File: src/rtl/cdb_arbiter.sv
// Shares the single CDB among EU_N execution units; round-robin or fixed-priority grant.
// Latency: one cycle from unit accept to registered cdb_valid_o/cdb_payload_o/cdb_src_o.
// Backpressure: a stalled CDB register or a flush drops every eu_ready_o bit in the same cycle.
module cdb_arbiter #(
    parameter int EU_N      = 8,
    parameter int PAYLOAD_W = 72,
    parameter bit RR_EN     = 1'b1
) (
    input  logic                        clk_i,
    input  logic                        rst_i,
    input  logic                        flush_i,
    input  logic [EU_N-1:0]             eu_valid_i,
    output logic [EU_N-1:0]             eu_ready_o,
    input  logic [EU_N*PAYLOAD_W-1:0]   eu_payload_i,
    output logic                        cdb_valid_o,
    input  logic                        cdb_ready_i,
    output logic [PAYLOAD_W-1:0]        cdb_payload_o,
    output logic [$clog2(EU_N)-1:0]     cdb_src_o
);

    localparam int PTR_W = $clog2(EU_N);

    logic [PTR_W-1:0]     ptr;
    logic [PTR_W-1:0]     gnt_idx;
    logic [PTR_W-1:0]     ptr_nxt;
    logic                 gnt_any;
    logic                 can_load;
    logic                 xfer;
    logic [PAYLOAD_W-1:0] gnt_payload;

    // Scan from the pointer with an explicit wrap so non-power-of-two EU_N works.
    always_comb begin
        gnt_any = 1'b0;
        gnt_idx = '0;
        for (int k = 0; k < EU_N; k++) begin
            int idx;
            idx = (RR_EN ? int'(ptr) : 0) + k;
            if (idx >= EU_N) begin
                idx = idx - EU_N;
            end
            if (!gnt_any && eu_valid_i[idx[PTR_W-1:0]]) begin
                gnt_any = 1'b1;
                gnt_idx = idx[PTR_W-1:0];
            end
        end
    end

    assign can_load    = !flush_i && (!cdb_valid_o || cdb_ready_i);
    assign xfer        = can_load && gnt_any;
    assign ptr_nxt     = (gnt_idx == PTR_W'(EU_N - 1)) ? '0 : gnt_idx + 1'b1;
    assign gnt_payload = eu_payload_i[int'(gnt_idx)*PAYLOAD_W +: PAYLOAD_W];

    always_comb begin
        eu_ready_o = '0;
        if (xfer) begin
            eu_ready_o[gnt_idx] = 1'b1;
        end
    end

    always_ff @(posedge clk_i or posedge rst_i) begin
        if (rst_i) begin
            cdb_valid_o   <= 1'b0;
            cdb_payload_o <= '0;
            cdb_src_o     <= '0;
            ptr           <= '0;
        end else if (flush_i) begin
            cdb_valid_o <= 1'b0;
        end else if (xfer) begin
            cdb_valid_o   <= 1'b1;
            cdb_payload_o <= gnt_payload;
            cdb_src_o     <= gnt_idx;
            if (RR_EN) begin
                ptr <= ptr_nxt;
            end
        end else if (cdb_valid_o && cdb_ready_i) begin
            cdb_valid_o <= 1'b0;
        end
    end

endmodule

File: config.mk
export PLATFORM = sky130hd
export DESIGN_NAME = cdb_arbiter
export DESIGN_NICKNAME = d
export VERILOG_FILES = /design/src/rtl/cdb_arbiter.sv
export SDC_FILE = /design/constraint.sdc
export NUM_CORES = 1
export LEC_CHECK = 0
export CAP_MARGIN = 20
export CORE_AREA = 2 2 263 265
export CTS_CLUSTER_DIAMETER = 100
export CTS_CLUSTER_SIZE = 40
export DETAILED_ROUTE_END_ITERATION = 8
export DIE_AREA = 0 0 265 267
export GPL_TIMING_DRIVEN = 0
export REMOVE_ABC_BUFFERS = 1
export SYNTH_ARGS = -nofsm -noshare
export SYNTH_HDL_FRONTEND = slang
export SYNTH_SLANG_ARGS = --single-unit
export TNS_END_PERCENT = 100
File: constraint.sdc
create_clock -name clk_i -period 12.19 [get_ports clk_i]
set_input_delay 2.438 -clock clk_i [delete_from_list [all_inputs] [get_ports clk_i]]
set_output_delay 2.438 -clock clk_i [all_outputs]
set_load 0.02 [all_outputs]
=== Word-level counts from Yosys, hierarchy flattened ===
Cells that the tools add are included.

* Memory bits (writable): 0
* Input port bits: 588
* Word-level logic and storage cells: 112
* Bits in registers: 79
* Bits in latches: 0
* Memories kept: 0
* Memory bits (read-only): 0

* Order comparisons: 18
* Add/subtract/negate cells: 16
* Multiply operators: 1
* Reductions and logical operators: 23
* Multiplexer cells: 47
* Divide/modulo/power cells: 0
* Shift-type cells: 1
* Equality and inequality tests: 1
* Bitwise gates (word level): 1

{| class="wikitable"
|+ Operators with widths
! operator !! count
|-
| 576-bit by 11-bit indexed part select with 72-bit output || 1
|-
| 3-bit two-way mux || 17
|-
| 3-bit by 4-bit < comparator with 1-bit output, second input constant || 9
|-
| 4-bit >= comparator, second input constant || 7
|-
| 1-bit binary-select mux with 3-bit select || 8
|-
| 3-bit by 1-bit subtractor with 3-bit output, second input constant || 8
|-
| 1-bit two-way mux || 20
|-
| 3-bit by 3-bit adder with 4-bit output, second input constant || 4
|-
| 1-bit logical AND || 11
|-
| 1-bit zero test || 9
|-
| 3-bit by 2-bit adder with 4-bit output, second input constant || 2
|-
| 8-bit two-way mux || 1
|-
| 3-bit by 4-bit multiplier with 7-bit output, second input constant || 1
|-
| 3-bit by 1-bit adder with 4-bit output, second input constant || 1
|-
| 3-bit by 4-bit >= comparator with 1-bit output, second input constant || 1
|-
| 3-bit by 1-bit adder with 3-bit output, second input constant || 1
|-
| 1-bit demux with 3-bit select || 1
|-
| 3-bit equality test, second input constant || 1
|-
| 3-bit by 1-bit >= comparator with 1-bit output, second input constant || 1
|-
| 3-bit nonzero test || 1
|-
| 2-bit AND reduction || 1
|-
| 1-bit logical OR || 1
|-
| 1-bit NOT || 1
|}

=== Longest topological paths before layout ===
* Depth in word-level cells: 31
* Mapped depth: 18
* Mapped depth without buffers: 11

=== Worst setup path before layout ===
OpenSTA, ideal clock, no wires.

* Path type: input to output
* Start: input eu_valid_i[3]
* End: output eu_ready_o[4]
* Stages on the path: 8
* Path slack: 4,396 ps
* Required time: 9,752 ps
* Arrival: 5,356 ps
* Buffers on the path: 1
* Path through: mux2_2 -> mux4_2 -> or4b_4 -> or4_1 -> nand2_1 -> nand2_1 -> clkbuf_1 -> nor3_1

* Cells in the longest elaborated chain, start to end: 29
* Elaborated cells between the ends (all ways): 53
* Those cells by class: order compare (2); mux (35); reduce/logical (16)

{| class="wikitable"
|+ Ends and longest elaborated chain
! element !! line !! RTL
|-
| start: declaration || 12 || <nowiki>input logic [EU_N-1:0] eu_valid_i,</nowiki>
|-
| 1-bit binary-select mux with 3-bit select || 41 || <nowiki>if (!gnt_any && eu_valid_i[idx[PTR_W-1:0]]) begin</nowiki>
|-
| 1-bit two-way mux (implied by the code) || 41 ||
|-
| 1-bit two-way mux || 41 ||
|-
| 1-bit zero test || 41 ||
|-
| 1-bit logical AND || 41 ||
|-
| 1-bit two-way mux || 41 ||
|-
| 1-bit zero test || 41 ||
|-
| 1-bit logical AND || 41 ||
|-
| (+13 left out) || -- ||
|-
| 1-bit zero test || 41 ||
|-
| 1-bit logical AND || 41 ||
|-
| 3-bit two-way mux || 41 ||
|-
| 3-bit by 4-bit < comparator with 1-bit output (implied by the code) or 3-bit by 1-bit >= comparator with 1-bit output (tied branches) || 56 || <nowiki>eu_ready_o[gnt_idx] = 1'b1;</nowiki>
|-
| 1-bit logical AND (implied by the code) || 56 ||
|-
| 1-bit two-way mux (implied by the code) || 56 ||
|-
| 1-bit demux with 3-bit select || 56 ||
|-
| 8-bit two-way mux * || 55 || <nowiki>if (xfer) begin</nowiki>
|-
| end: declaration || 13 || <nowiki>output logic [EU_N-1:0] eu_ready_o,</nowiki>
|}

Every way passes the cells marked *; elsewhere a longest branch is shown, timed or not. The select of a mux whose other input is x is not followed.

=== Worst setup path in the final report ===
* Start: input eu_valid_i[3]
* End: output eu_ready_o[7]

The elaborated chain is that of the path after synthesis.

==> run_results.csv <==
group,metric,value,unit
outcome,outcome,"complete, no violations",
sta,skew,17.1,ps
power_and_ir_drop,p_leak,6.39,nW
floorplan,initial_utilization,12.7,%
cells_and_area,multiInputGateArea,6200,um2
clocking,clk_latency,390,ps
logic_synthesis,synth.top_cell.area_share,22.9,%
cells_and_area,fin_util,24.8,%
drt,ant_nets,0,
logic_synthesis,synth.avg_cell_area,9.62,um2
drt,wl_per_cell,21.0,um
cells_and_area,drive_gt1_share,12.8,%
drt,dr.first_iter.drc_count,403,
sta,finalCriticalPeriod,10550,ps
sta,hold_viol,0,
floorplan,die_x,265,um
sta,setup-violations-final,0,
critical_path,cp.required,9750,ps
critical_path,crit_type,"input port to output port",
power_and_ir_drop,power.density,321,nW/um2
place,dp_slack,1660,ps
floorplan,fp.dieH,267,um
clocking,post-cts-setup-buffers,0,
clocking,post_cts_resized,0,
sta,hold_slack,490,ps
drt,routed_wirelength,50.7,mm
critical_path,worstSetupStartpointType,"input port",
floorplan,die_area,70800,um2
sta,slew_headroom,36.9,%
power_and_ir_drop,ir_worst_vdd,0.234,mV
sta,fin_ws,1640,ps
clocking,clockBufferDepth,2,
drt,drc_errors,0,
grt,grt_util_all_layers,13.7,%
critical_path,endpoint_kind,"output port",
floorplan,core.rowCount,96,
logic_synthesis,yosysSeqAreaShare,22.9,%
clocking,cts.sinks,79,
logic_synthesis,yosysUniqueCellTypes,61,
place,port_buffers,671,
clocking,root_buffer,"clkbuf_16",
critical_path,crit_arrival,8110,ps
clocking,cts_tree,"yes",
sta,final_max_slew_viol_count,0,
grt,gr-total-overflow,0,
job,maxCapViolCount,0,
place,dp_hpwl,40.9,mm
clocking,cts_made_buffers,9,
logic_synthesis,yosysMostFrequentCell,"mux2i_1",
floorplan,ios,672,
floorplan,core_area,68000,um2
sta,fin_crit_sh,86.5,%
logic_synthesis,async_reset_ff_share,100,%
logic_synthesis,ys_top_cells_by_count,"mux2i_1, mux2_2, a211oi_1, dfrtp_1, o22ai_1",
logic_synthesis,ys.flop_type,"dfrtp_1",
logic_synthesis,ys_seq_elements,79,
clocking,cts.clk_slew.worst_paths,70,ps
grt,antenna_found_initial,11,
grt,grt_max_degree,69,
cells_and_area,nFillCells,7233,
critical_path,path_max_fanout,17,
logic_synthesis,yosysWarnings,0,
clocking,hold_buffers,0,
logic_synthesis,synth_edf_count,0,
logic_synthesis,yosys-top-cells-area,"dfrtp_1, mux2i_1, mux2_2",
sta,rsz0062_at_grt,"false",
place,gp_congestion,0.879,
drt,via_per_inst,4.25,
cells_and_area,register_area,1980,um2
logic_synthesis,netlist_instances,897,
drt,firstDrtPassIters,5,
sta,tightest_slew,945,ps
cells_and_area,fin_nets,2111,
logic_synthesis,syn-cell-area,8630,um2
cells_and_area,syn_to_final_growth,95.4,%
sta,max_freq,94.8,MHz
power_and_ir_drop,power,5.40,mW
drt,vias,10200,
grt,grt_pass1_vias,10800,
clocking,cts_max_level,3,
worst_hold_path,min_path_type,"flip-flop to flip-flop",
logic_synthesis,synth_largest_area_cell,"dfrtp_1",
grt,grt_pass1_wl,71.6,mm
## per-layer routing
| layer | wire (um) | vias to the layer above | global-route usage, % |
|---|---|---|---|
| li1 | - | 4800 | - |
| met1 | 20900 | 4881 | 16.5 |
| met2 | 24600 | 515 | 23.3 |
| met3 | 4040 | 49 | 3.80 |
| met4 | 1050 | 4 | 4.43 |
| met5 | 20 | - | 0 |
## stage by stage
stage	std cells	TNS, ps	area [um2]
5_1_grt	2409	0	16900
2_1_floorplan	808	-1066960	8140
3_5_place_dp	2390	0	16500
3_3_place_gp	2361	-2167620	16000
4_1_cts	2406	0	16800
6_report	2409	0	16900
## where the power goes
part           switching [mW]  internal (mW)
Sequential              0.109          0.406
Combinational            2.38           2.22
Clock                   0.152          0.142
## final cells by class
class | instances | area share [%]
clock buffers | 9 | 1.34
multi-input cells | 724 | 36.8
well taps | 882 | 6.55
clock inverters | 7 | 0.349
inverters | 5 | 0.126
diodes | 1 | 0.0148
repair buffers | 702 | 43.1
flip-flops and latches | 79 | 11.7
## critical path, stage by stage
cell and delay (ps):
clkdlybuf4s50_1 570, mux4_2 640, a221oi_2 340, or4b_4 550, nor3_2 210, nor4_1 110, a211oi_4 790, buf_8 280
buf_8 210, buf_16 180, buf_8 200, buf_8 210, nand2_1 450, nor2_1 240, clkdlybuf4s50_1 630
## final timing paths
kind	to	cells after the start	slack (ps)	from
worst max register to register	cdb_payload_o[58]	16	5420	ptr[0]
min in group asynchronous	cdb_payload_o[1]	2	2450	rst_i
worst min-delay path	cdb_src_o[1]	2	490	cdb_src_o[1]
worst min register to register	cdb_src_o[1]	2	490	cdb_src_o[1]
max in group asynchronous	cdb_payload_o[9]	3	9040	rst_i
worst max-delay path	eu_ready_o[7]	15	1640	eu_valid_i[3]
## placed cells by master, fill, tap and decap left out, types with 17 or more instances in the layout
master and count:
clkdlybuf4s50_1 671, mux2i_1 158, mux2_2 115, a211oi_1 80, dfrtp_1 79, o22ai_1 67, and2_1 49, nand2_1 48
a22oi_1 31, a211o_1 25, nor2_1 18, a221oi_1 17, o211ai_1 17
## cells by family after synthesis
group                    synth area share [%]
multiplexers                             37.5
AO/OA/AOI/OAI                            23.0
AND/OR/NAND/NOR                          9.85
buffers and inverters                    5.86
flip-flops                               22.9
XOR/XNOR                                0.508
adder cells (fa/ha/maj)                 0.290
## sequential cells by signal (all words and copies together) (netlist names)
register and count:
ptr 3, cdb_payload_o 72, cdb_valid_o 1, cdb_src_o 3
Power figures use the tool's default switching activity.
